### src/rtl/famiclone_detect_ctrl_pkg.sv
// famiclone_detect_ctrl_pkg
//   Shared definitions for the famiclone detector. It holds:
//   - the state encoding, which is visible on state_dbg;
//   - the default parameter values, which the top-level configuration also uses;
//   - a counter-width helper.
package famiclone_detect_ctrl_pkg;

  typedef enum logic [2:0] {
    FD_HOLD     = 3'd0,
    FD_SETTLE   = 3'd1,
    FD_SAMPLE   = 3'd2,
    FD_CLASSIC  = 3'd3,
    FD_NEWDENDY = 3'd4
  } fd_state_e;

  localparam int FD_HOLD_CYCLES_DEF   = 15;
  localparam int FD_SETTLE_CYCLES_DEF = 2;
  localparam int FD_VOTES_LOW_DEF     = 3;
  localparam int FD_VOTES_HIGH_DEF    = 3;
  localparam int FD_MISMATCH_MIN_DEF  = 1;

  // Width needed to hold 0..max_val. The result is never less than one bit.
  function automatic int fd_cnt_w(input int max_val);
    return (max_val < 1) ? 1 : $clog2(max_val + 1);
  endfunction

endpackage

### src/rtl/famiclone_detect_ctrl_if.sv
// famiclone_detect_ctrl_if
//   Groups the PPU pad inputs and the detector outputs.
//   - slave  : the detector side.
//   - master : the side that drives the pads and observes the decision.
//
//   Qualifier semantics:
//   - There is no valid/ready handshake on this bus.
//   - detect_done is a level "valid" for new_dendy. new_dendy is meaningful only
//     while detect_done=1.
//   - The decision holds until reset or restart.
//   - restart is a single-cycle synchronous request and is always accepted.
interface famiclone_detect_ctrl_if;
  logic       restart;
  logic       ppu_rd_in;
  logic       ppu_a13_in;
  logic       ppu_not_a13_in;
  logic       ext_ntram_access;
  logic       ciram_ce_oe;
  logic       ciram_ce_out;
  logic       not_a13_drive;
  logic       new_dendy;
  logic       detect_done;
  logic [2:0] state_dbg;

  modport slave (
    input  restart, ppu_rd_in, ppu_a13_in, ppu_not_a13_in, ext_ntram_access,
    output ciram_ce_oe, ciram_ce_out, not_a13_drive, new_dendy, detect_done, state_dbg
  );

  modport master (
    output restart, ppu_rd_in, ppu_a13_in, ppu_not_a13_in, ext_ntram_access,
    input  ciram_ce_oe, ciram_ce_out, not_a13_drive, new_dendy, detect_done, state_dbg
  );
endinterface

### src/rtl/famiclone_detect_ctrl_sampler.sv
// famiclone_detect_ctrl_sampler
//   Registers the PPU /RD, A13 and /A13 pads in one flop stage and detects
//   falling edges of the registered /RD.
//   Ports:
//     m2, reset          clock (rising edge) and asynchronous active-high reset
//     rd_i               PPU /RD pad, active low
//     a13_i, not_a13_i   PPU A13 and /A13 pads
//     evt_o              one-cycle pulse: registered /RD went 1 -> 0
//     evt_a13_o          A13 from the same registered sample as the event
//     evt_not_a13_o      /A13 from the same registered sample as the event
module famiclone_detect_ctrl_sampler (
  input  logic m2,
  input  logic reset,
  input  logic rd_i,
  input  logic a13_i,
  input  logic not_a13_i,
  output logic evt_o,
  output logic evt_a13_o,
  output logic evt_not_a13_o
);

  logic rd_q, rd_prev_q, a13_q, not_a13_q;

  // The /RD flops reset to 0, so a /RD held low across reset release cannot
  // produce a falling edge.
  always_ff @(posedge m2 or posedge reset) begin
    if (reset) begin
      rd_q      <= 1'b0;
      rd_prev_q <= 1'b0;
      a13_q     <= 1'b0;
      not_a13_q <= 1'b0;
    end else begin
      rd_q      <= rd_i;
      rd_prev_q <= rd_q;
      a13_q     <= a13_i;
      not_a13_q <= not_a13_i;
    end
  end

  assign evt_o         = rd_prev_q & ~rd_q;
  assign evt_a13_o     = a13_q;
  assign evt_not_a13_o = not_a13_q;

endmodule

### src/rtl/famiclone_detect_ctrl.sv
// famiclone_detect_ctrl
//   Power-on sequencer and classic/new-famiclone detector on the PPU side.
//   While the console powers up, it grounds CIRAM /CE and /A13. It then samples
//   PPU read cycles and decides whether /A13 is the true inverse of A13.
//   Ports:
//     m2, reset   CPU M2 clock and asynchronous active-high reset
//     bus         detector-side pads, controls and status (see the interface file)
module famiclone_detect_ctrl
  import famiclone_detect_ctrl_pkg::*;
#(
  parameter int HOLD_CYCLES   = FD_HOLD_CYCLES_DEF,
  parameter int SETTLE_CYCLES = FD_SETTLE_CYCLES_DEF,
  parameter int VOTES_LOW     = FD_VOTES_LOW_DEF,
  parameter int VOTES_HIGH    = FD_VOTES_HIGH_DEF,
  parameter int MISMATCH_MIN  = FD_MISMATCH_MIN_DEF
) (
  input logic                    m2,
  input logic                    reset,
  famiclone_detect_ctrl_if.slave bus
);

  localparam int CYC_MAX = (HOLD_CYCLES > SETTLE_CYCLES) ? HOLD_CYCLES : SETTLE_CYCLES;
  localparam int CW = fd_cnt_w(CYC_MAX);
  localparam int LW = fd_cnt_w(VOTES_LOW);
  localparam int HW = fd_cnt_w(VOTES_HIGH);
  localparam int MW = fd_cnt_w(MISMATCH_MIN);

  localparam logic [CW-1:0] HOLD_LAST   = CW'(HOLD_CYCLES - 1);
  // This value is unused when SETTLE_CYCLES=0, because SETTLE is then skipped.
  localparam logic [CW-1:0] SETTLE_LAST = CW'(SETTLE_CYCLES - 1);
  localparam logic [LW-1:0] VL_C        = LW'(VOTES_LOW);
  localparam logic [HW-1:0] VH_C        = HW'(VOTES_HIGH);
  localparam logic [MW-1:0] MM_C        = MW'(MISMATCH_MIN);

  fd_state_e     state_q, state_d;
  logic [CW-1:0] cyc_q, cyc_d;
  logic [LW-1:0] lo_q, lo_d;
  logic [HW-1:0] hi_q, hi_d;
  logic [MW-1:0] mm_q, mm_d;

  logic evt, evt_a13, evt_not_a13;

  famiclone_detect_ctrl_sampler u_sampler (
    .m2            (m2),
    .reset         (reset),
    .rd_i          (bus.ppu_rd_in),
    .a13_i         (bus.ppu_a13_in),
    .not_a13_i     (bus.ppu_not_a13_in),
    .evt_o         (evt),
    .evt_a13_o     (evt_a13),
    .evt_not_a13_o (evt_not_a13)
  );

  always_ff @(posedge m2 or posedge reset) begin
    if (reset) begin
      state_q <= FD_HOLD;
      cyc_q   <= '0;
      lo_q    <= '0;
      hi_q    <= '0;
      mm_q    <= '0;
    end else begin
      state_q <= state_d;
      cyc_q   <= cyc_d;
      lo_q    <= lo_d;
      hi_q    <= hi_d;
      mm_q    <= mm_d;
    end
  end

  always_comb begin
    state_d = state_q;
    cyc_d   = cyc_q;
    lo_d    = lo_q;
    hi_d    = hi_q;
    mm_d    = mm_q;
    case (state_q)
      FD_HOLD: begin
        if (cyc_q == HOLD_LAST) begin
          cyc_d   = '0;
          state_d = (SETTLE_CYCLES == 0) ? FD_SAMPLE : FD_SETTLE;
        end else begin
          cyc_d = cyc_q + CW'(1);
        end
      end
      FD_SETTLE: begin
        if (cyc_q == SETTLE_LAST) begin
          cyc_d   = '0;
          state_d = FD_SAMPLE;
        end else begin
          cyc_d = cyc_q + CW'(1);
        end
      end
      FD_SAMPLE: begin
        if (evt) begin
          // A13 equal to /A13 means /A13 is not the inverse of A13.
          if (evt_a13 == evt_not_a13) begin
            if (mm_q != MM_C) mm_d = mm_q + MW'(1);
          end else if (evt_a13) begin
            if (hi_q != VH_C) hi_d = hi_q + HW'(1);
          end else begin
            if (lo_q != VL_C) lo_d = lo_q + LW'(1);
          end
        end
        // The decision uses the updated counts. The mismatch check comes
        // first, so it wins when both conditions hold on the same edge.
        if (mm_d == MM_C)                      state_d = FD_NEWDENDY;
        else if (lo_d == VL_C && hi_d == VH_C) state_d = FD_CLASSIC;
      end
      default: ; // CLASSIC and NEWDENDY are terminal.
    endcase
    if (bus.restart) begin
      state_d = FD_HOLD;
      cyc_d   = '0;
      lo_d    = '0;
      hi_d    = '0;
      mm_d    = '0;
    end
  end

  logic ce_oe, ce_out, na13_drv, new_dendy, done;

  // The pad outputs are a function of the registered state. ciram_ce_out also
  // depends combinationally on the live A13 pad and on ext_ntram_access.
  always_comb begin
    ce_oe     = 1'b1;
    ce_out    = bus.ext_ntram_access ? 1'b1 : ~bus.ppu_a13_in;
    na13_drv  = 1'b0;
    new_dendy = 1'b0;
    done      = 1'b0;
    case (state_q)
      FD_HOLD: begin
        na13_drv = 1'b1;
        ce_out   = 1'b0;
      end
      FD_CLASSIC: done = 1'b1;
      FD_NEWDENDY: begin
        ce_oe     = 1'b0;
        ce_out    = 1'b0;
        new_dendy = 1'b1;
        done      = 1'b1;
      end
      default: ;
    endcase
  end

  assign bus.ciram_ce_oe   = ce_oe;
  assign bus.ciram_ce_out  = ce_out;
  assign bus.not_a13_drive = na13_drv;
  assign bus.new_dendy     = new_dendy;
  assign bus.detect_done   = done;
  assign bus.state_dbg     = state_q;

endmodule
### src/flat_wrapper.sv
// flat-port wrapper written by rule: the top's interface ports become plain ports
module famiclone_detect_ctrl_flat import famiclone_detect_ctrl_pkg::*;
#(
  parameter int HOLD_CYCLES   = FD_HOLD_CYCLES_DEF,
  parameter int SETTLE_CYCLES = FD_SETTLE_CYCLES_DEF,
  parameter int VOTES_LOW     = FD_VOTES_LOW_DEF,
  parameter int VOTES_HIGH    = FD_VOTES_HIGH_DEF,
  parameter int MISMATCH_MIN  = FD_MISMATCH_MIN_DEF
)
  (m2, reset, bus_restart, bus_ppu_rd_in, bus_ppu_a13_in, bus_ppu_not_a13_in, bus_ext_ntram_access, bus_ciram_ce_oe, bus_ciram_ce_out, bus_not_a13_drive, bus_new_dendy, bus_detect_done, bus_state_dbg);
  famiclone_detect_ctrl_if bus_i ();
  input logic m2;
  input logic reset;
  input wire logic [$bits(bus_i.restart)-1:0] bus_restart;
  input wire logic [$bits(bus_i.ppu_rd_in)-1:0] bus_ppu_rd_in;
  input wire logic [$bits(bus_i.ppu_a13_in)-1:0] bus_ppu_a13_in;
  input wire logic [$bits(bus_i.ppu_not_a13_in)-1:0] bus_ppu_not_a13_in;
  input wire logic [$bits(bus_i.ext_ntram_access)-1:0] bus_ext_ntram_access;
  output wire logic [$bits(bus_i.ciram_ce_oe)-1:0] bus_ciram_ce_oe;
  output wire logic [$bits(bus_i.ciram_ce_out)-1:0] bus_ciram_ce_out;
  output wire logic [$bits(bus_i.not_a13_drive)-1:0] bus_not_a13_drive;
  output wire logic [$bits(bus_i.new_dendy)-1:0] bus_new_dendy;
  output wire logic [$bits(bus_i.detect_done)-1:0] bus_detect_done;
  output wire logic [$bits(bus_i.state_dbg)-1:0] bus_state_dbg;
  assign bus_i.restart = bus_restart;
  assign bus_i.ppu_rd_in = bus_ppu_rd_in;
  assign bus_i.ppu_a13_in = bus_ppu_a13_in;
  assign bus_i.ppu_not_a13_in = bus_ppu_not_a13_in;
  assign bus_i.ext_ntram_access = bus_ext_ntram_access;
  assign bus_ciram_ce_oe = bus_i.ciram_ce_oe;
  assign bus_ciram_ce_out = bus_i.ciram_ce_out;
  assign bus_not_a13_drive = bus_i.not_a13_drive;
  assign bus_new_dendy = bus_i.new_dendy;
  assign bus_detect_done = bus_i.detect_done;
  assign bus_state_dbg = bus_i.state_dbg;
  famiclone_detect_ctrl #(.HOLD_CYCLES(HOLD_CYCLES), .SETTLE_CYCLES(SETTLE_CYCLES), .VOTES_LOW(VOTES_LOW), .VOTES_HIGH(VOTES_HIGH), .MISMATCH_MIN(MISMATCH_MIN)) u_core (.m2(m2), .reset(reset), .bus(bus_i));
endmodule
### config.mk
export PLATFORM = sky130hd
export DESIGN_NAME = famiclone_detect_ctrl_flat
export DESIGN_NICKNAME = d
export VERILOG_FILES = /design/src/rtl/famiclone_detect_ctrl_pkg.sv /design/src/rtl/famiclone_detect_ctrl_if.sv /design/src/rtl/famiclone_detect_ctrl_sampler.sv /design/src/rtl/famiclone_detect_ctrl.sv /design/src/flat_wrapper.sv
export SDC_FILE = /design/constraint.sdc
export NUM_CORES = 1
export LEC_CHECK = 0
export ABC_AREA = 1
export CAP_MARGIN = 20
export CORE_UTILIZATION = 54
export CTS_BUF_LIST = sky130_fd_sc_hd__clkbuf_2
export DETAILED_ROUTE_END_ITERATION = 16
export PLACE_DENSITY = 0.87
export SYNTH_ARGS = -nofsm -noshare
export SYNTH_HDL_FRONTEND = slang
export SYNTH_SLANG_ARGS = --single-unit
### constraint.sdc
create_clock -name m2 -period 1.6 [get_ports m2]
set_input_delay 0.16 -clock m2 [delete_from_list [all_inputs] [get_ports m2]]
set_output_delay 0.16 -clock m2 [all_outputs]
set_load 0.02 [all_outputs]
==> flow_summary.yaml <==
outcome:
  status: "finished, final reports clean"
synth:
  synth_mux_area_share_pct: 0
  synth_compound_area_share_pct: 9.74
  synth_cells: 125
  syn_avg_cell_area_sq_um: 7.30
  synthAdderAreaFrac_pct: 0
  synth-xor-area-share_pct: 0
  synth-simple-area-share_pct: 36.5
  syn_area_sq_um: 912
  synth_top_family_by_area: "simple AND/OR/NAND/NOR gates"
  yosysWarnings: 0
  ys_seq_area_share_pct: 43.9
  ys_types: 19
  syn-num-nets: 132
  ys_ff_latch: 16
power:
  p_per_area_nw_per_um2: 1230
  ir_drop_mv: 0.835
  p_leak_uw: 0.000612
  p_total_uw: 1380
worst_setup_path:
  path_buf_inv: 2
  max_stage_delay_ns: 0.59
  r2r_setup_slack_ns: 0.11
  cp_max_fo: 3
  crit_path_end_kind: "output port"
  path_cells: "buf_4 -> clkdlybuf4s50_1"
  critical_path.startpoint: "u_core.bus.state_dbg[2]"
  start_kind: "flop"
  r2r-start: "u_core.bus.state_dbg[1]"
  cpMaxStageDelayCell: "clkdlybuf4s50_1"
  cp.required_ns: 1.44
  r2r_end: "u_core.cyc_q[2]"
  worstSetupPathType: "flop to output port"
  critPathTopFamily: "buffers and inverters"
  reg2reg_depth: 6
  worstPathArrival_ns: 1.38
clock_network:
  clk_latency_ns: 0.28
  cts_setup_buffers: 0
  ctsHoldBuffers: 0
  root_buffer: "clkbuf_2"
  cts_tree: "done"
  cts_max_level: 1
  cts_sinks: 16
  cts_buffers: 3
  clk_pin_slew_ns: 0.14
  ctsLongestPathBuffers: 2
final_layout:
  final_nets: 156
  n_antenna_cell: 0
  drive_above_1_share_pct: 19.0
  final_util_pct: 72.5
  ff_latch_area_sq_um: 400
  fillers: 123
  multiInputGateArea_sq_um: 427
  areaGrowthSynthToFinish_pct: 22.5
  stdcell_area_sq_um: 1120
  layout.cells.most_common: "nand2_1"
  final_cell_mix: "33 x nand2_1, 20 x inv_1, 16 x dfrtp_1"
placement:
  gp_congestion: 0.836
  dpl_worst_slack_ns: 0.0648
  hpwl_mm: 1.46
  dpl_cell_area_sq_um: 1110
  io_buffers: 14
floorplan:
  die-width_um: 43.1
  rows: 14
  die-area_sq_um: 1860
  core-area_sq_um: 1540
  die_h_um: 43.1
  start_util_pct: 59.2
  io_pins: 15
timing:
  rsz0062_at_grt: "false"
  hold_violations: 0
  worst_slew_pin_slew_ns: 0.264
  clock_skew_ns: 0.00143
  fin_crit_ns: 1.54
  finalCritPeriodShare_pct: 96.0
  finalSetupViolCount: 0
  slew_viol_final: 0
  slew-limit-headroom_pct: 82.3
  tns_ns: 0
  max_freq_mhz: 651
  setup_ws_ns: 0.0637
routing:
  wl_mm: 1.92
  drtIter0Drc: 29
  dr.pass1.iters: 4
  drtAntennaViolNets: 0
  routed-via-count: 870
  wl_per_cell_um: 11.8
  drc: 0
  via_per_inst: 5.34
global_routing:
  grt_pass1_wl_mm: 3.29
  antenna_found_initial: 0
  grt_usage_pct: 23.9
  grt_pass1_vias: 816
  grt_max_degree: 17
  grt-ovfl-total: 0
job:
  drv_cap: 0
hold_path:
  hp-class: "input pin to asynchronous set/reset pin"
[synth_stat cells]
| cell | count | area [sq um] |
|---|---|---|
| nor2_4 | 2 | 22.5 |
| nand4_1 | 1 | 6.26 |
| nand3_2 | 3 | 30.0 |
| inv_1 | 20 | 75.1 |
| nand2_1 | 33 | 124 |
| nand3_1 | 13 | 65.1 |
| dfrtp_1 | 16 | 400 |
| nor3b_1 | 1 | 7.51 |
| a21oi_4 | 1 | 16.3 |
| nor2_2 | 2 | 12.5 |
| o21ai_0 | 7 | 35.0 |
| a31oi_1 | 1 | 6.26 |
| o31ai_1 | 1 | 7.51 |
| nor2_1 | 14 | 52.6 |
| inv_2 | 4 | 15.0 |
| a21oi_1 | 2 | 10.0 |
| nand2_2 | 2 | 12.5 |
| o21ai_2 | 1 | 8.76 |
| o21ai_1 | 1 | 5.00 |
[where the power goes]
part	internal, uW	leakage, uW	switching, uW
registers	466	0.000209	54.8
clock network	51.1	0.0000125	122
logic	252	0.000390	435
[worst reg2reg max path, cell delays in order, from the launching register on]
cell and delay (ns):
dfrtp_1 0.42, buf_4 0.17, nor2_2 0.22, nand3_2 0.18
o21ai_1 0.15, nor2_1 0.08, nor3b_1 0.20
[how the worst max path moves through the flow]
stage | end | slack [ns] | cells after the start
floorplan | bus_detect_done | 0.12 | 5
global placement | bus_ciram_ce_out | 0.07 | 4
detailed placement | bus_detect_done | 0.06 | 6
CTS | bus_state_dbg[0] | 0.007 | 2
global route | bus_state_dbg[2] | 0.01 | 2
finish | bus_state_dbg[2] | 0.06 | 2
[sequential cells by signal (all words and copies together), names as in the netlist]
signal and count:
u_core.cyc_q 4, u_core.bus.state_dbg 3, u_core.hi_q 2, u_core.lo_q 2, u_core.mm_q 1, u_core.u_sampler.evt_a13_o 1
u_core.u_sampler.evt_not_a13_o 1, u_core.u_sampler.rd_prev_q 1, u_core.u_sampler.rd_q 1
[timing repair]
| item | 4_1_cts | 5_1_grt |
|---|---|---|
| endpoints found under the setup margin | 5 | 6 |
| gates resized for setup | 5 | 9 |
| cloned | 0 | 0 |
[logic make-up (layout without fill, tap and decap cells)]
| kind of cell | count (synthesis) | in the layout |
|---|---|---|
| simple gates | 71 | 71 |
| compound gates | 14 | 14 |
| buf+inv | 24 | 46 |
| flops | 16 | 16 |
[final cells by class]
type | count | area share, %
multi-input combinational | 85 | 38.2
sequential | 16 | 35.8
tap | 16 | 1.79
timing repair buffer | 19 | 14.8
clock buffer | 3 | 1.34
inverter | 24 | 8.06
[through the flow]
stage	hold WS [ns]	std cells
finish	0.164	163
detailed placement	0.395	160
CTS	0.170	163
global placement	0.358	160
global route	0.176	163
floorplan	0.0737	125
[layer usage]
metal | share of wire (%) | vias to the layer above | GRT usage, %
met5 | 0 | - | 0
met4 | 3.2 | 0 | 12.1
met3 | 7.6 | 9 | 3.83
met2 | 49 | 39 | 39.4
met1 | 41 | 386 | 29.7
li1 | - | 436 | -
(Power assumes the default switching activity.)
